[config.mk]
export PLATFORM = sky130hd
export DESIGN_NAME = pkt_enq_arbiter
export DESIGN_NICKNAME = d
export VERILOG_FILES = /design/src/rtl/pkt_h.sv /design/src/rtl/pkt_enq_arbiter_rr_pick.sv /design/src/rtl/pkt_enq_arbiter.sv
export SDC_FILE = /design/constraint.sdc
export NUM_CORES = 1
export LEC_CHECK = 0
export ABC_AREA = 0
export BUFFER_PORTS_ARGS = -buffer_cell sky130_fd_sc_hd__buf_2
export CAP_MARGIN = 20
export CORE_AREA = 2 2 192 194
export CTS_CLUSTER_SIZE = 28
export DETAILED_ROUTE_END_ITERATION = 10
export DIE_AREA = 0 0 194 196
export GPL_TIMING_DRIVEN = 0
export PLACE_DENSITY = 0.55
export SYNTH_ARGS = -nofsm -noshare
export SYNTH_HDL_FRONTEND = slang
export SYNTH_SLANG_ARGS = --single-unit
[constraint.sdc]
create_clock -name clk -period 3.7 [get_ports clk]
set_input_delay 0.37 -clock clk [delete_from_list [all_inputs] [get_ports clk]]
set_output_delay 0.37 -clock clk [all_outputs]
set_load 0.02 [all_outputs]
[src/rtl/pkt_h.sv]
// Shared packet types: the pkHeadInfo header, the enqueue arbiter's held-entry
// record, and its output-register state encoding.
package pkt_h;

  localparam int PKT_ARB_MAX_REQ = 16;

  typedef struct packed {
    logic [7:0]  prio;
    logic [7:0]  flow_id;
    logic [15:0] pkt_len;
  } pkHeadInfo;

  typedef struct packed {
    pkHeadInfo   info;
    logic [63:0] data;
    logic [3:0]  src;
  } pkt_arb_entry_t;

  typedef enum logic {
    ARB_EMPTY = 1'b0,
    ARB_FULL  = 1'b1
  } arb_state_e;

endpackage

[src/rtl/pkt_enq_arbiter_rr_pick.sv]
// Combinational round-robin picker: first set request at or after rr_ptr,
// wrapping modulo NUM_REQ.
module pkt_rr_pick #(
  parameter int NUM_REQ = 4,
  parameter int IDX_W   = $clog2(NUM_REQ)
) (
  input  logic [NUM_REQ-1:0] req,
  input  logic [IDX_W-1:0]   rr_ptr,
  output logic [NUM_REQ-1:0] grant,
  output logic [IDX_W-1:0]   idx,
  output logic               any_valid
);

  always_comb begin
    int j;
    grant     = '0;
    idx       = '0;
    any_valid = 1'b0;
    j         = 0;
    for (int k = 0; k < NUM_REQ; k++) begin
      // wrap by subtraction so non-power-of-2 counts never yield an index >= NUM_REQ
      j = int'(rr_ptr) + k;
      if (j >= NUM_REQ) j = j - NUM_REQ;
      if (!any_valid && req[j]) begin
        any_valid = 1'b1;
        grant[j]  = 1'b1;
        idx       = IDX_W'(j);
      end
    end
  end

endmodule

[src/rtl/pkt_enq_arbiter.sv]
// Round-robin arbiter feeding the single pkt_Priorer enqueue port through a
// one-entry output register. Optional counters under PKT_ARB_STATS_EN.
module pkt_enq_arbiter
  import pkt_h::*;
#(
  parameter int NUM_REQ = 4,
  parameter int DWIDTH  = 64,
  parameter int IDX_W   = $clog2(NUM_REQ)
) (
  input  logic                           clk,
  input  logic                           rst,
  input  logic [NUM_REQ-1:0]             req_valid,
  output logic [NUM_REQ-1:0]             req_ready,
  input  pkHeadInfo [NUM_REQ-1:0]        req_info,
  input  logic [NUM_REQ-1:0][DWIDTH-1:0] req_data,
  input  logic                           prio_ready,
  output logic                           prio_en,
  output pkHeadInfo                      prio_info,
  output logic [DWIDTH-1:0]              prio_data,
  output logic [IDX_W-1:0]               prio_src
`ifdef PKT_ARB_STATS_EN
  ,
  output logic [NUM_REQ-1:0][31:0]       grant_cnt,
  output logic [31:0]                    stall_cnt
`endif
);

  arb_state_e         state, state_nxt;
  pkt_arb_entry_t     entry;
  logic [IDX_W-1:0]   rr_ptr, win_idx;
  logic [NUM_REQ-1:0] win_grant;
  logic               any_valid, load, take;
  logic               unused_entry_bits;

  pkt_rr_pick #(.NUM_REQ(NUM_REQ), .IDX_W(IDX_W)) u_pick (
    .req       (req_valid),
    .rr_ptr    (rr_ptr),
    .grant     (win_grant),
    .idx       (win_idx),
    .any_valid (any_valid)
  );

  // load covers both an empty register and a drain in the same cycle
  always_comb begin
    load      = (state == ARB_EMPTY) || prio_ready;
    take      = load && any_valid && !rst;
    state_nxt = state;
    req_ready = '0;
    if (load) state_nxt = any_valid ? ARB_FULL : ARB_EMPTY;
    if (take) req_ready = win_grant;
  end

  always_ff @(posedge clk or posedge rst) begin
    if (rst) begin
      state  <= ARB_EMPTY;
      entry  <= '0;
      rr_ptr <= '0;
    end else begin
      state <= state_nxt;
      if (take) begin
        entry.info <= req_info[win_idx];
        entry.data <= 64'(req_data[win_idx]);
        entry.src  <= 4'(win_idx);
        rr_ptr     <= (win_idx == IDX_W'(NUM_REQ-1)) ? '0 : win_idx + IDX_W'(1);
      end
    end
  end

  assign prio_en           = (state == ARB_FULL);
  assign prio_info         = entry.info;
  assign prio_data         = entry.data[DWIDTH-1:0];
  assign prio_src          = entry.src[IDX_W-1:0];
  assign unused_entry_bits = ^{entry.data, entry.src};

`ifdef PKT_ARB_STATS_EN
  always_ff @(posedge clk or posedge rst) begin
    if (rst) begin
      grant_cnt <= '0;
      stall_cnt <= '0;
    end else begin
      if (take) grant_cnt[win_idx] <= grant_cnt[win_idx] + 32'd1;
      if (prio_en && !prio_ready && (stall_cnt != '1)) stall_cnt <= stall_cnt + 32'd1;
    end
  end
`endif

endmodule

Yosys cells after proc, flatten, opt, wreduce, memory -nomap -nowiden
Cells that the tools add are included.

cells by class
  add/subtract/negate cells = 8
  order comparisons = 13
  equal/unequal tests = 1
  muxes and demuxes = 43
  bitwise logic cells = 4
  reduce and logical (&&, ||, !) cells = 14

operator list
  operator                 count
  $mux W32                 5
  $bmux W64 S2             1
  $ge A32 B1 Y1 const B    4
  $lt A32 B4 Y1 const B    4
  $ge A32 B4 Y1 const B    3
  $sub A32 B4 Y32 const B  3
  $bmux W32 S2             1
  $mux W64                 1
  $mux W4                  5
  $mux W1                  17
  $or A4 B4 Y4             3
  $mux W2                  5
  $logic_and A1 B1 Y1      9
  $bmux W1 S2              4
  $demux W1 S2             4
  $add A2 B2 Y3 const B    2
  $logic_not A1 Y1         4
  $sub A2 B3 Y4 const B    1
  $add A2 B1 Y3 const B    1
  $ge A2 B3 Y1 const B     1
  $lt A2 B3 Y1 const B     1
  $add A2 B1 Y2 const B    1
  $eq A2 B2 Y1 const B     1
  $logic_or A1 B1 Y1       1
  $not A1 Y1               1

storage, ports and cells
  register bits after elaboration = 101
  input port bits = 391
  output and inout bits = 103
  word-level logic and storage cells = 90

Logic depth before layout (Yosys ltp)
  word-level depth = 18
  depth in mapped cells = 13
  gate-level depth less buffers = 8

By module
From an unflattened synthesis, not the netlist that was laid out.

unflattened totals
  cell total of the unflattened synthesis = 388
  area, all modules = 6575.1 µm²

modules (own cells, without submodules)
  module           times used  cells each  area each (µm²)
  pkt_enq_arbiter  1           340         6114.6
  pkt_rr_pick      1           48          460.4

Least setup slack after synthesis
OpenSTA, ideal clock, no wires.

  path type = register -> output
  start = register rr_ptr[0]
  end = output port req_ready[0]
  data arrival time = 2616 ps
  setup slack = 714 ps
  cell stages (with the launch flop) = 11
  buffers on the path = 2
  path through = dfrtp_1 > buf_4 > inv_1 > ha_1 > buf_6 > or3b_2 > a211oi_1 > a21oi_1 > o21ai_0 > a221oi_1 > nor2_1

on the way
  word-level cells in the longest chain between the ends = 18
  elaborated cells between the ends (all ways) = 67

RTL lines
  what                                                                      RTL line               source
  start: declaration                                                        pkt_enq_arbiter.sv:30  logic [IDX_W-1:0] rr_ptr, win_idx;
  start signal: assignment                                                  pkt_enq_arbiter.sv:64  rr_ptr <= (win_idx == IDX_W'(NUM_REQ-1)) ? '0 : win_idx + IDX_W'(1);
  parallel branches: the longest is 17 deep, another holds $sub A32 B4 Y32  n/a
  $mux W4 (*)                                                               pkt_enq_arbiter.sv:50  if (take) req_ready = win_grant;
  end: declaration                                                          pkt_enq_arbiter.sv:13  output logic [NUM_REQ-1:0] req_ready,

Mark *: on every way between the ends. The select of a mux whose other input is x is not followed.

Worst setup path in the final report
  start = register rr_ptr[0]
  end = output port req_ready[3]

Same word-level chain as after synthesis.

==> results.py <==
metrics = {
    "hold_path": {
        "hold_class": "primary input to asynchronous set/reset pin",
    },
    "critical_path": {
        "required_ns": 3.33,
        "worstSetupEndpointType": "output pin",
        "cp_num_buf_inv": 4,
        "slowest_delay_ns": 0.45,
        "path_cells": "buf_4, inv_1, ha_1, buf_6, or3b_2, a211oi_1, a21oi_1, o21ai_2, a221oi_1, nor2_1, buf_2",
        "path_delay_family": "compound AO/OA/AOI/OAI gates",
        "r2r_cells": 12,
        "rrSetupSlack_ns": 0.28,
        "crit_fanout": 10,
        "cp.arrival_ns": 3.10,
        "start_kind": "register",
        "crit_path_top_delay_cell": "or3b_2",
        "critPathLaunch": "rr_ptr[0]",
        "rr_endpoint": "prio_data[50]",
        "path_class": "register to output pin",
        "crit_end": "req_ready[3]",
        "cp_num_cells": 11,
        "r2r_start": "rr_ptr[0]",
    },
    "floorplanning": {
        "start_util": 0.214,
        "fp.dieH_um": 196,
        "dieArea_um2": 38000,
        "boundaryPins": 494,
        "placeableCoreArea_um2": 36100,
        "fp.dieW_um": 194,
        "rows": 70,
    },
    "cts": {
        "cts_root_buf": "clkbuf_16",
        "cts-htree-levels": 3,
        "post_cts_buffers": 0,
        "clk_pin_slew_worst_paths_ns": 0.07,
        "clk_latency_ns": 0.36,
        "cts.sinks": 101,
        "cts.path.max_buffers": 2,
        "cts_tree": "yes",
        "cts_buffers": 9,
        "postCtsHoldBufs": 0,
    },
    "sta": {
        "slew_headroom": 0.300,
        "rsz0062_at_grt": "false",
        "worst-slew-pin-transition_ns": 1.05,
        "max_freq_mhz": 289,
        "clock_skew_ns": 0.0113,
        "layout_setup_ws_ns": 0.234,
        "fin_crit_sh": 0.937,
        "fin_setup_tns_ns": 0,
        "finalCriticalPeriod_ns": 3.47,
        "setup_viol": 0,
        "timing_hold_violations_final": 0,
        "maxSlewViolCount": 0,
    },
    "global_routing": {
        "grt_pass1_wl_um": 61300,
        "gr-total-overflow": 0,
        "grt_use_total": 0.216,
        "grt_pass1_vias": 9122,
        "antenna_found_initial": 6,
        "grt_max_degree": 57,
    },
    "detailed_routing": {
        "first_pass_iters": 7,
        "ant_nets": 0,
        "routed_via_density": 5.11,
        "finalWirelength_um": 42800,
        "drc": 0,
        "vias": 9363,
        "initialDrtViolationCount": 487,
        "wl_per_cell_um": 23.3,
    },
    "synthesis": {
        "synthXorXnorAreaFrac": 0.00227,
        "synth_area_leaders": "dfrtp_1 (33%), and3_1 (16%), a211oi_1 (15%), a211oi_2 (6.6%), o31ai_2 (6.5%)",
        "ys_types": 41,
        "syn_nets": 1250,
        "ys_seq_area_frac": 0.327,
        "ys_warn_count": 0,
        "syn_avg_cell_area_um2": 9.03,
        "ys.flop_type": "dfrtp_1",
        "yosys.area_share.simple": 0.224,
        "yosysTopAreaCell": "dfrtp_1",
        "yosys.cell_count.top_type": "and3_1",
        "synthTopCellsByCount": "and3_1 (192), a211oi_1 (153), dfrtp_1 (101)",
        "postSynthCellCount": 855,
        "synth_edf_count": 0,
        "synth_top_family_by_area": "compound AO/OA/AOI/OAI gates",
        "synth_seq_cells": 101,
        "async_flop_share": 1.00,
        "synthMuxAreaShare": 0.0100,
        "syn_area_um2": 7720,
        "synth-adder-area-share": 0.00648,
        "synth_compound_area_frac": 0.357,
        "synth_top_area_frac": 0.327,
    },
    "placement": {
        "placed_area_um2": 10800,
        "gp_congestion": 0.927,
        "pre_cts_ws_ns": 0.291,
        "port_buffers": 491,
        "dp_hpwl_um": 33700,
    },
    "cells_and_area": {
        "fillerInstances": 3974,
        "syn_to_final_growth_pct": 43.8,
        "finalNetCount": 1753,
        "multiInputGateArea_um2": 4640,
        "register_area_um2": 2530,
        "drive_gt1_frac": 0.478,
        "postLayoutCellArea_um2": 11100,
    },
    "pwr": {
        "p_leak_uw": 0.00563,
        "peakVddDrop_mv": 0.320,
        "powerDensity_nw_per_um2": 914,
    },
    "run": {
        "cap_violations": 0,
    },
    "status": {
        "status": "finished clean",
    },
}
==> area by class of cell <==
class / instances / area share
multi-input combinational: 640 / 0.418
sequential: 101 / 0.228
timing repair buffer: 492 / 0.224
tap: 468 / 0.0527
buffer: 111 / 0.0496
clock buffer: 10 / 0.0215
clock inverter: 4 / 0.00451
inverter: 3 / 0.00146
antenna: 5 / 0.00113
==> metal layers <==
metal	GRT usage	wire, um
met2	0.345	20200
met3	0.0394	2370
met5	0	13
met4	0.0536	745
met1	0.300	19500
==> stage by stage <==
stage	power, uW	cells	hold WS [ns]	utilization
6_report	10200	1834	0.0447	0.308
5_1_grt	10800	1833	0.0682	0.308
4_1_cts	10200	1829	0.0505	0.307
3_5_place_dp	9150	1815	0.454	0.299
3_3_place_gp	9090	1814	0.457	0.298
2_1_floorplan	6620	855	0.504	-
==> timing repair <==
item                                   4_1_cts  5_1_grt
endpoints found under the hold margin        0        0
setup endpoints to repair                    3        4
gates resized for setup                      1        2
cloned                                       0        0
==> how the worst min path moves through the flow <==
stage	start	end	slack, ns	cells after the start
after floorplan	req_valid[1]	prio_en	0.50	2
after global placement	prio_data[51]	prio_data[51]	0.46	2
after detailed placement	rst	prio_en	0.45	2
after CTS	rst	prio_en	0.05	2
after global routing	rst	prio_en	0.07	2
final	rst	prio_en	0.04	2
==> kinds of logic (layout without fill, tap and decap cells) <==
family | Yosys count | after routing
adders and majority gates | 4 | 4
DFF | 101 | 101
buffers and inverters | 114 | 620
AOI/OAI and AO/OA | 311 | 311
other | 0 | 5
muxes | 4 | 4
xor gates and xnor gates | 2 | 2
and+or+nand+nor | 319 | 319
==> placed cells by master, fill, tap and decap left out, types with 2 or more instances in the layout <==
cell type / instances
buf_2: 529
and3_1: 192
a211oi_1: 153
nand2_1: 100
dfrtp_1: 100
clkbuf_1: 62
o31ai_1: 57
a211oi_2: 41
o31ai_2: 40
nor2_1: 12
clkbuf_16: 9
diode_2: 5
buf_8: 5
a22oi_1: 4
a221oi_1: 4
ha_1: 4
buf_6: 3
o21ai_2: 3
mux4_2: 3
o21ai_0: 3
nor3_1: 2
buf_4: 2
nand2b_1: 2
a21oi_1: 2
xnor2_1: 2
inv_1: 2
clkinvlp_4: 2
==> registers in the layout, indices dropped and copies added, names as in the netlist <==
| name | flops |
|---|---|
| rr_ptr | 2 |
| prio_en | 1 |
| prio_src | 2 |
| prio_info | 32 |
| prio_data | 64 |
==> worst reg2reg max path: cells and delay by family (launching register included) <==
| kind | cells | cell delay, ns |
|---|---|---|
| buffers and inverters | 5 | 0.77 |
| multiplexers | 1 | 0.60 |
| adder cells (fa/ha/maj) | 1 | 0.30 |
| AND/OR/NAND/NOR | 1 | 0.24 |
| flip-flops | 1 | 0.44 |
| AO/OA/AOI/OAI | 4 | 0.92 |
==> report_power, final <==
part | switching, uW | leakage [uW] | internal [uW]
sequential | 324 | 0.00124 | 1630
clock | 472 | 0.000136 | 537
combinational | 4700 | 0.00425 | 2480
(Power assumes the default switching activity.)
